<file path="src/rtl/psum_row_accumulator.sv">
// Accumulates KROWS consecutive per-kernel-row partial-sum rows lane by lane into
// one finished conv output row, presented on a valid/ready port with input backpressure.
module psum_lane #(
    parameter int PSUM_W = 32,
    parameter int RELU   = 0
) (
    input  logic              clk,
    input  logic              rst,
    input  logic              clr,
    input  logic              load,
    input  logic              first,
    input  logic              fin,
    input  logic [PSUM_W-1:0] din,
    output logic [PSUM_W-1:0] dout
);
    logic [PSUM_W-1:0] acc;
    logic [PSUM_W-1:0] sum;

    // Row 0 starts a fresh window, so the stale accumulator is ignored rather than cleared.
    assign sum = (first ? '0 : acc) + din;

    always_ff @(posedge clk) begin
        if (rst) begin
            acc  <= '0;
            dout <= '0;
        end else begin
            if (clr)
                acc <= '0;
            else if (load)
                acc <= sum;
            if (fin)
                dout <= ((RELU != 0) && sum[PSUM_W-1]) ? '0 : sum;
        end
    end
endmodule

module psum_row_accumulator #(
    parameter int LANES  = 4,
    parameter int PSUM_W = 32,
    parameter int KROWS  = 7,
    parameter int RELU   = 0,
    localparam int RW    = (KROWS > 1) ? $clog2(KROWS) : 1
) (
    input  logic                    clk,
    input  logic                    rst,
    input  logic                    in_valid,
    output logic                    in_ready,
    input  logic [LANES*PSUM_W-1:0] psum,
    input  logic                    flush,
    output logic [RW-1:0]           row_idx,
    output logic                    out_valid,
    input  logic                    out_ready,
    output logic [LANES*PSUM_W-1:0] out_data
);
    localparam logic [RW-1:0] LAST = RW'(KROWS - 1);

    logic [LANES-1:0][PSUM_W-1:0] psum_l;
    logic [LANES-1:0][PSUM_W-1:0] out_l;
    logic last;
    logic accept;
    logic load;
    logic fin;

    assign psum_l   = psum;
    assign out_data = out_l;
    assign last     = (row_idx == LAST);
    // Only the final row needs the output slot; earlier rows of the next window keep flowing.
    assign in_ready = !flush && !(last && out_valid && !out_ready);
    assign accept   = in_valid && in_ready;
    assign load     = accept && !last;
    assign fin      = accept && last;

    always_ff @(posedge clk) begin
        if (rst) begin
            row_idx   <= '0;
            out_valid <= 1'b0;
        end else begin
            if (flush)
                row_idx <= '0;
            else if (accept)
                row_idx <= last ? '0 : row_idx + RW'(1);
            if (fin)
                out_valid <= 1'b1;
            else if (out_valid && out_ready)
                out_valid <= 1'b0;
        end
    end

    for (genvar k = 0; k < LANES; k++) begin : g_lane
        psum_lane #(.PSUM_W(PSUM_W), .RELU(RELU)) u_lane (
            .clk  (clk),
            .rst  (rst),
            .clr  (flush),
            .load (load),
            .first(row_idx == '0),
            .fin  (fin),
            .din  (psum_l[k]),
            .dout (out_l[k])
        );
    end
endmodule

</file>
<file path="config.mk">
export PLATFORM = sky130hd
export DESIGN_NAME = psum_row_accumulator
export DESIGN_NICKNAME = d
export VERILOG_FILES = /design/src/rtl/psum_row_accumulator.sv
export SDC_FILE = /design/constraint.sdc
export NUM_CORES = 1
export LEC_CHECK = 0
export BUFFER_PORTS_ARGS = -buffer_cell sky130_fd_sc_hd__clkbuf_2
export CORE_UTILIZATION = 55
export DETAILED_ROUTE_END_ITERATION = 8
export PLACE_DENSITY = 0.75
export SETUP_SLACK_MARGIN = 0.2
export SLEW_MARGIN = 0
export SYNTH_ARGS = -nofsm -noshare
export SYNTH_HDL_FRONTEND = slang
export SYNTH_SLANG_ARGS = --single-unit
</file>
<file path="constraint.sdc">
create_clock -name clk -period 4.6 [get_ports clk]
set_clock_uncertainty 0.2 [all_clocks]
set_input_delay 0.23 -clock clk [delete_from_list [all_inputs] [get_ports clk]]
set_output_delay 0.23 -clock clk [all_outputs]
set_load 0.01 [all_outputs]
</file>
; After elaboration in Yosys (flattened, before gate mapping)
; Cells that the tools add are included.
[totals]
mem_bits_ro = 0
latchBits = 0
inputBits = 133
mem_bits_rw = 0
mem_count = 0
regBits = 260
[classes]
eq_ne = 1
bitwise = 0
add_sub_neg = 5
div_mod_pow = 0
shifts = 0
mux = 7
n_lt_le_gt_ge = 0
mul = 0
reduce_logical = 14
[op_table]
columns = op, n
row1 = adder 32 bit, 4
row2 = two-way mux 32 bit, 4
row3 = logical AND 1 bit, 7
row4 = zero test 1 bit, 4
row5 = "adder 3 x 1 -> 3 bit, second input constant", 1
row6 = "equality test 3 bit, second input constant", 1
row7 = zero test 3 bit, 1
row8 = two-way mux 3 bit, 1
row9 = two-way mux 1 bit, 2
row10 = nonzero test 2 bit, 1
row11 = OR reduction 2 bit, 1

; Depth between registers and ports, before layout
[depth]
ltp_word = 8
depth_mapped = 16
mapped_depth_nobuf = 13

; Cells and area by module
; A second synthesis with hierarchy kept.
[hier_totals]
hier_cells = 2144
area_unflattened_um2 = 17428.0
[modules_own_cells]
columns = module, n_inst, cells_each, area_each_um2
row1 = psum_lane at g_lane[2].u_lane ..., 2, 549, 4401.7
row2 = psum_lane at g_lane[0].u_lane ..., 2, 510, 4201.5
row3 = psum_row_accumulator, 1, 26, 221.5

; Worst setup path after synthesis
; Ideal clock, no wire load.
[synth_timing]
path_kind = flip-flop to flip-flop
startpoint = reg row_idx[2]
endpoint = reg g_lane[1].u_lane.acc[30]
path_slack_ns = 0.390
path_stages_with_launch = 17
period_less_slack_ns = 4.210
path_buffers = 3
arrival_ns = 3.865
path_cell_list = dfxtp_1 -> or3_1 -> clkbuf_1 -> clkbuf_1 -> clkbuf_1 -> and2_1 -> ha_1 -> fa_1 -> a211oi_1 -> nor3_1 -> o211ai_1 -> a22o_1 -> o21ai_1 -> and4_1 -> a221oi_1 -> mux2i_1 -> o311ai_0
[synth_between]
elab_chain_cells = 7
elab_cells_between_ends = 11
classes_between = add/sub (1) / eq/ne (1) / mux (1) / reduce/logical (8)
[synth_lines]
columns = element, line_no
row1 = "start, declared", 50  ; output logic [RW-1:0] row_idx,
row2 = "start signal, assigned", 81  ; row_idx <= last ? '0 : row_idx + RW'(1);
row3 = "parallel branches: the longest is 7 deep, another holds adder 32 bit", --
row4 = "end signal, assigned", 30  ; acc <= sum;
row5 = "end, declared", 16  ; logic [PSUM_W-1:0] acc;
; Several ways; the timed one is not identified.
; A chain may end at the register's enable or synchronous reset.

; Final worst setup path
[layout_timing]
startpoint = reg row_idx[2]
endpoint = reg g_lane[0].u_lane.dout[29]
[layout_between]
elab_chain_cells = 7
elab_cells_between_ends = 10
classes_between = add/sub (1) / eq/ne (1) / mux (1) / reduce/logical (7)
[layout_lines]
columns = element, line_no
row1 = "parallel branches: the longest is 7 deep, another holds adder 32 bit", --
row2 = "end signal, assigned", 32  ; dout <= ((RELU != 0) && sum[PSUM_W-1]) ? '0 : sum;
row3 = "end, declared", 14  ; output logic [PSUM_W-1:0] dout
; Several ways; the timed one is not identified.

==> results.rst <==
.. list-table::
   :header-rows: 1

   * - Metric
     - Value
   * - Clock group share of total power
     - 45.6%
   * - Die X-Extent
     - 174 um
   * - RePlAce Congestion
     - 0.916
   * - Detail Route Antenna Nets
     - 0
   * - Most frequently used flop master after synthesis
     - sky130_fd_sc_hd__dfxtp_1
   * - Final-report setup violation count
     - 0
   * - DRC errors left
     - 0
   * - Required time of the critical path
     - 4.88 ns
   * - # fillers
     - 2,543
   * - Initial DRC Count
     - 940
   * - Average vias per placed instance
     - 5.83
   * - Nature of the critical path endpoint
     - register
   * - Worst hold path type
     - primary input to register
   * - R2R cell count
     - 14
   * - Netlist area before placement
     - 16,300 sq um
   * - Max clock buf depth
     - 3
   * - Setup total negative slack
     - 0 ns
   * - CP startpoint kind
     - register
   * - Reported leakage power
     - 8.45 nW
   * - TritonCTS clock tree
     - done
   * - Number of global-route vias before repair
     - 15.3k
   * - CTS root buf
     - sky130_fd_sc_hd__clkbuf_16
   * - Number of flops mapped to enable cells by yosys
     - 0
   * - Internal power contribution
     - 0.00388 W
   * - Depth of the CTS H-tree
     - 1
   * - Final wirelength
     - 46,100 um
   * - Register bit count reported by yosys
     - 260
   * - Aggregate global routing overflow
     - 0
   * - Run status
     - completed
   * - Overall Global Routing Usage
     - 29.4%
   * - Final Hold Slack
     - 0.0226 ns
   * - Number of rows in the core area
     - 62
   * - Switching share of power
     - 25.3%
   * - Cells on Worst Hold Path
     - 4
   * - Setup repair after global routing missed its margin
     - false
   * - Largest net degree at the start of global routing
     - 130
   * - Post-synth ARST share
     - 0%
   * - Initial antenna violation count
     - 4
   * - Most area-consuming cells after synthesis
     - sky130_fd_sc_hd__dfxtp_1 (32%), sky130_fd_sc_hd__nand2_1 (9.5%), sky130_fd_sc_hd__ha_1 (9.5%), sky130_fd_sc_hd__a21oi_1 (8.8%), sky130_fd_sc_hd__and2_1 (5.1%)
   * - Overall via count from detail_route
     - 16.1k
   * - Final hold viol count
     - 0
   * - Clock buffers created by TritonCTS
     - 30
   * - Number of distinct standard cells referenced by the synthesized netlist
     - 66
   * - Die ar.
     - 30,400 sq um
   * - Clock transition time at the flip-flop clock pins of the worst setup and hold paths
     - 0.06 ns
   * - Max VDD drop
     - 268 uV
   * - Area of the placeable core
     - 28,900 sq um
   * - Pwr/cell area
     - 271 nW/um^2
   * - Average wire per cell in the routed design
     - 16.7 um
   * - Max-slew headroom
     - 37.2%
   * - Synth-to-Final Area Change
     - 17.2%
   * - Num ports
     - 266
   * - Length of the first detailed-routing pass in iterations
     - 5
   * - Final critical delay including setup and external delays
     - 4.12 ns
   * - Share of the clock period used by the worst path
     - 89.6%
   * - Number of maximum-capacitance violations
     - 0
   * - Port Buffer Count
     - 265
   * - Placed wire-length estimate
     - 32,000 um
   * - YS warnings
     - 0
   * - Arrival time of data at the critical path endpoint
     - 4.41 ns
   * - Share of layout cells above drive strength 1
     - 15.1%
   * - Most used cells in the layout excluding fill and tap cells
     - sky130_fd_sc_hd__nand2_1 (413), sky130_fd_sc_hd__a21oi_1 (288), sky130_fd_sc_hd__clkbuf_2 (264)
   * - Worst setup path class
     - register to register
   * - Clock latency at the later pin of the worst-skew pair
     - 0.56 ns
   * - Starting utilization of the core area
     - 56.4%
   * - Worst-Margin Slew
     - 0.940 ns
   * - Wire length of the first global-routing pass
     - 74,600 um
   * - Crit-path max FO
     - 33
   * - Number of clock sinks
     - 260
   * - Post-layout nets
     - 2,616
   * - Commonest non-fill, non-tap cell in the layout
     - sky130_fd_sc_hd__nand2_1
   * - Proportion of netlist area held by the largest area contributor
     - 31.9%
   * - Max Clk Rate
     - 243 MHz
   * - Seq/Total Area, Yosys
     - 31.9%
   * - Synth area leader
     - sky130_fd_sc_hd__dfxtp_1
   * - Switching power total
     - 0.00131 W
   * - Register share of total power
     - 44.2%
   * - Post-Synthesis Mean Instance Area
     - 7.61 sq um
   * - Share of total power in combinational logic
     - 10.3%
   * - Cell count after synthesis
     - 2,145
   * - Die height
     - 174 um
   * - Max-slew violations
     - 0
   * - Synthesized netlist net count
     - 2,406
through the flow:
stage          worst slack [ns]  cell area (sq um)  power [W]  utilization (%)  instances
2_1_floorplan             0.390              16300    0.00267                -       2145
3_3_place_gp              0.388              17900    0.00284             61.7       2687
3_5_place_dp              0.243              17900    0.00285             61.7       2687
4_1_cts                   0.229              19000    0.00521             65.7       2759
5_1_grt                   0.307              19100    0.00537             66.1       2763
6_report                  0.476              19100    0.00519             66.1       2764
layout make-up:
class                      instances  area [sq um]  area share (%)
tap                              384           480            2.51
clock buffer                      45           908            4.75
multi-input combinational       1748         10700            56.1
timing repair buffer             300          1660            8.70
clock inverter                     8          70.1           0.366
sequential                       260          5200            27.2
antenna                            4          10.0          0.0523
inverter                          15          56.3           0.294
synth_stat cells, types with 11 or more instances:
cell type / n
sky130_fd_sc_hd__a211oi_1: 51
sky130_fd_sc_hd__a21o_1: 80
sky130_fd_sc_hd__a21oi_1: 288
sky130_fd_sc_hd__a31oi_1: 14
sky130_fd_sc_hd__and2_1: 132
sky130_fd_sc_hd__and3_1: 21
sky130_fd_sc_hd__buf_1: 16
sky130_fd_sc_hd__clkbuf_1: 105
sky130_fd_sc_hd__dfxtp_1: 260
sky130_fd_sc_hd__ha_1: 124
sky130_fd_sc_hd__inv_1: 15
sky130_fd_sc_hd__nand2_1: 414
sky130_fd_sc_hd__nand2b_1: 17
sky130_fd_sc_hd__nand3_1: 64
sky130_fd_sc_hd__nand3b_1: 19
sky130_fd_sc_hd__nand4_1: 11
sky130_fd_sc_hd__nor2_1: 116
sky130_fd_sc_hd__nor3_1: 24
sky130_fd_sc_hd__o21a_1: 16
sky130_fd_sc_hd__o21ai_0: 76
sky130_fd_sc_hd__o21ai_1: 22
sky130_fd_sc_hd__o21bai_1: 15
sky130_fd_sc_hd__xnor2_1: 68
sky130_fd_sc_hd__xor2_1: 39
state kept, by name (all words and copies together), names as in the netlist:
| name | cells |
|---|---|
| g_lane.u_lane.acc | 128 |
| g_lane.u_lane.dout | 128 |
| row_idx | 3 |
| out_valid | 1 |
power groups by stage:
stage / clock [W] / sequential [W] / combinational [W]
2_1_floorplan: 0 / 0.00234 / 0.000335
3_3_place_gp: 0 / 0.00234 / 0.000500
3_5_place_dp: 0 / 0.00234 / 0.000506
4_1_cts: 0.00240 / 0.00229 / 0.000523
5_1_grt: 0.00249 / 0.00229 / 0.000583
6_report: 0.00236 / 0.00229 / 0.000532
critical path: stages (launching register included):
cell and delay (ns):
sky130_fd_sc_hd__dfxtp_1 0.37, sky130_fd_sc_hd__or3_4 0.48, sky130_fd_sc_hd__buf_4 0.23, sky130_fd_sc_hd__buf_4 0.26
sky130_fd_sc_hd__and2_1 0.20, sky130_fd_sc_hd__ha_1 0.39, sky130_fd_sc_hd__a21oi_1 0.17, sky130_fd_sc_hd__and2_1 0.20
sky130_fd_sc_hd__a22o_1 0.19, sky130_fd_sc_hd__a21o_1 0.19, sky130_fd_sc_hd__o211a_2 0.31, sky130_fd_sc_hd__nor4_1 0.42
sky130_fd_sc_hd__nor4_1 0.11, sky130_fd_sc_hd__nand3b_1 0.17, sky130_fd_sc_hd__a21oi_1 0.15
what timing repair did:
item                                    4_1_cts  5_1_grt
gates resized for setup                       0       18
endpoints found under the setup margin        0       35
setup buffers                                 0        1
hold buffers                                 19        0
endpoints found under the hold margin        34        0
worst paths after layout:
| kind | startpoint | endpoint | slack, ns |
|---|---|---|---|
| worst min-delay path | psum[126] | g_lane[3].u_lane.acc[31] | 0.02 |
| worst max-delay path | row_idx[2] | g_lane[0].u_lane.dout[29] | 0.48 |
| worst min register to register | g_lane[1].u_lane.acc[26] | g_lane[1].u_lane.acc[26] | 0.25 |
| worst max register to register | row_idx[2] | g_lane[0].u_lane.dout[29] | 0.48 |
logic make-up after synthesis:
group / count (synthesis) / synth area share [%]
AOI/OAI and AO/OA: 644 / 24.2
xor gates and xnor gates: 107 / 5.74
adders and majority gates: 128 / 9.99
buffers and inverters: 137 / 3.16
DFF: 260 / 31.9
muxes: 5 / 0.307
and+or+nand+nor: 864 / 24.7
routing by layer:
| layer | track usage [%] | vias up | part of all wire (%) |
|---|---|---|---|
| met1 | 37.1 | 7522 | 44 |
| met5 | 0 | - | 0 |
| met4 | 10.3 | 0 | 3.6 |
| met2 | 50.4 | 494 | 47 |
| li1 | - | 8010 | - |
| met3 | 4.48 | 94 | 5.9 |
No activity file was read; power rests on OpenSTA's default activity.
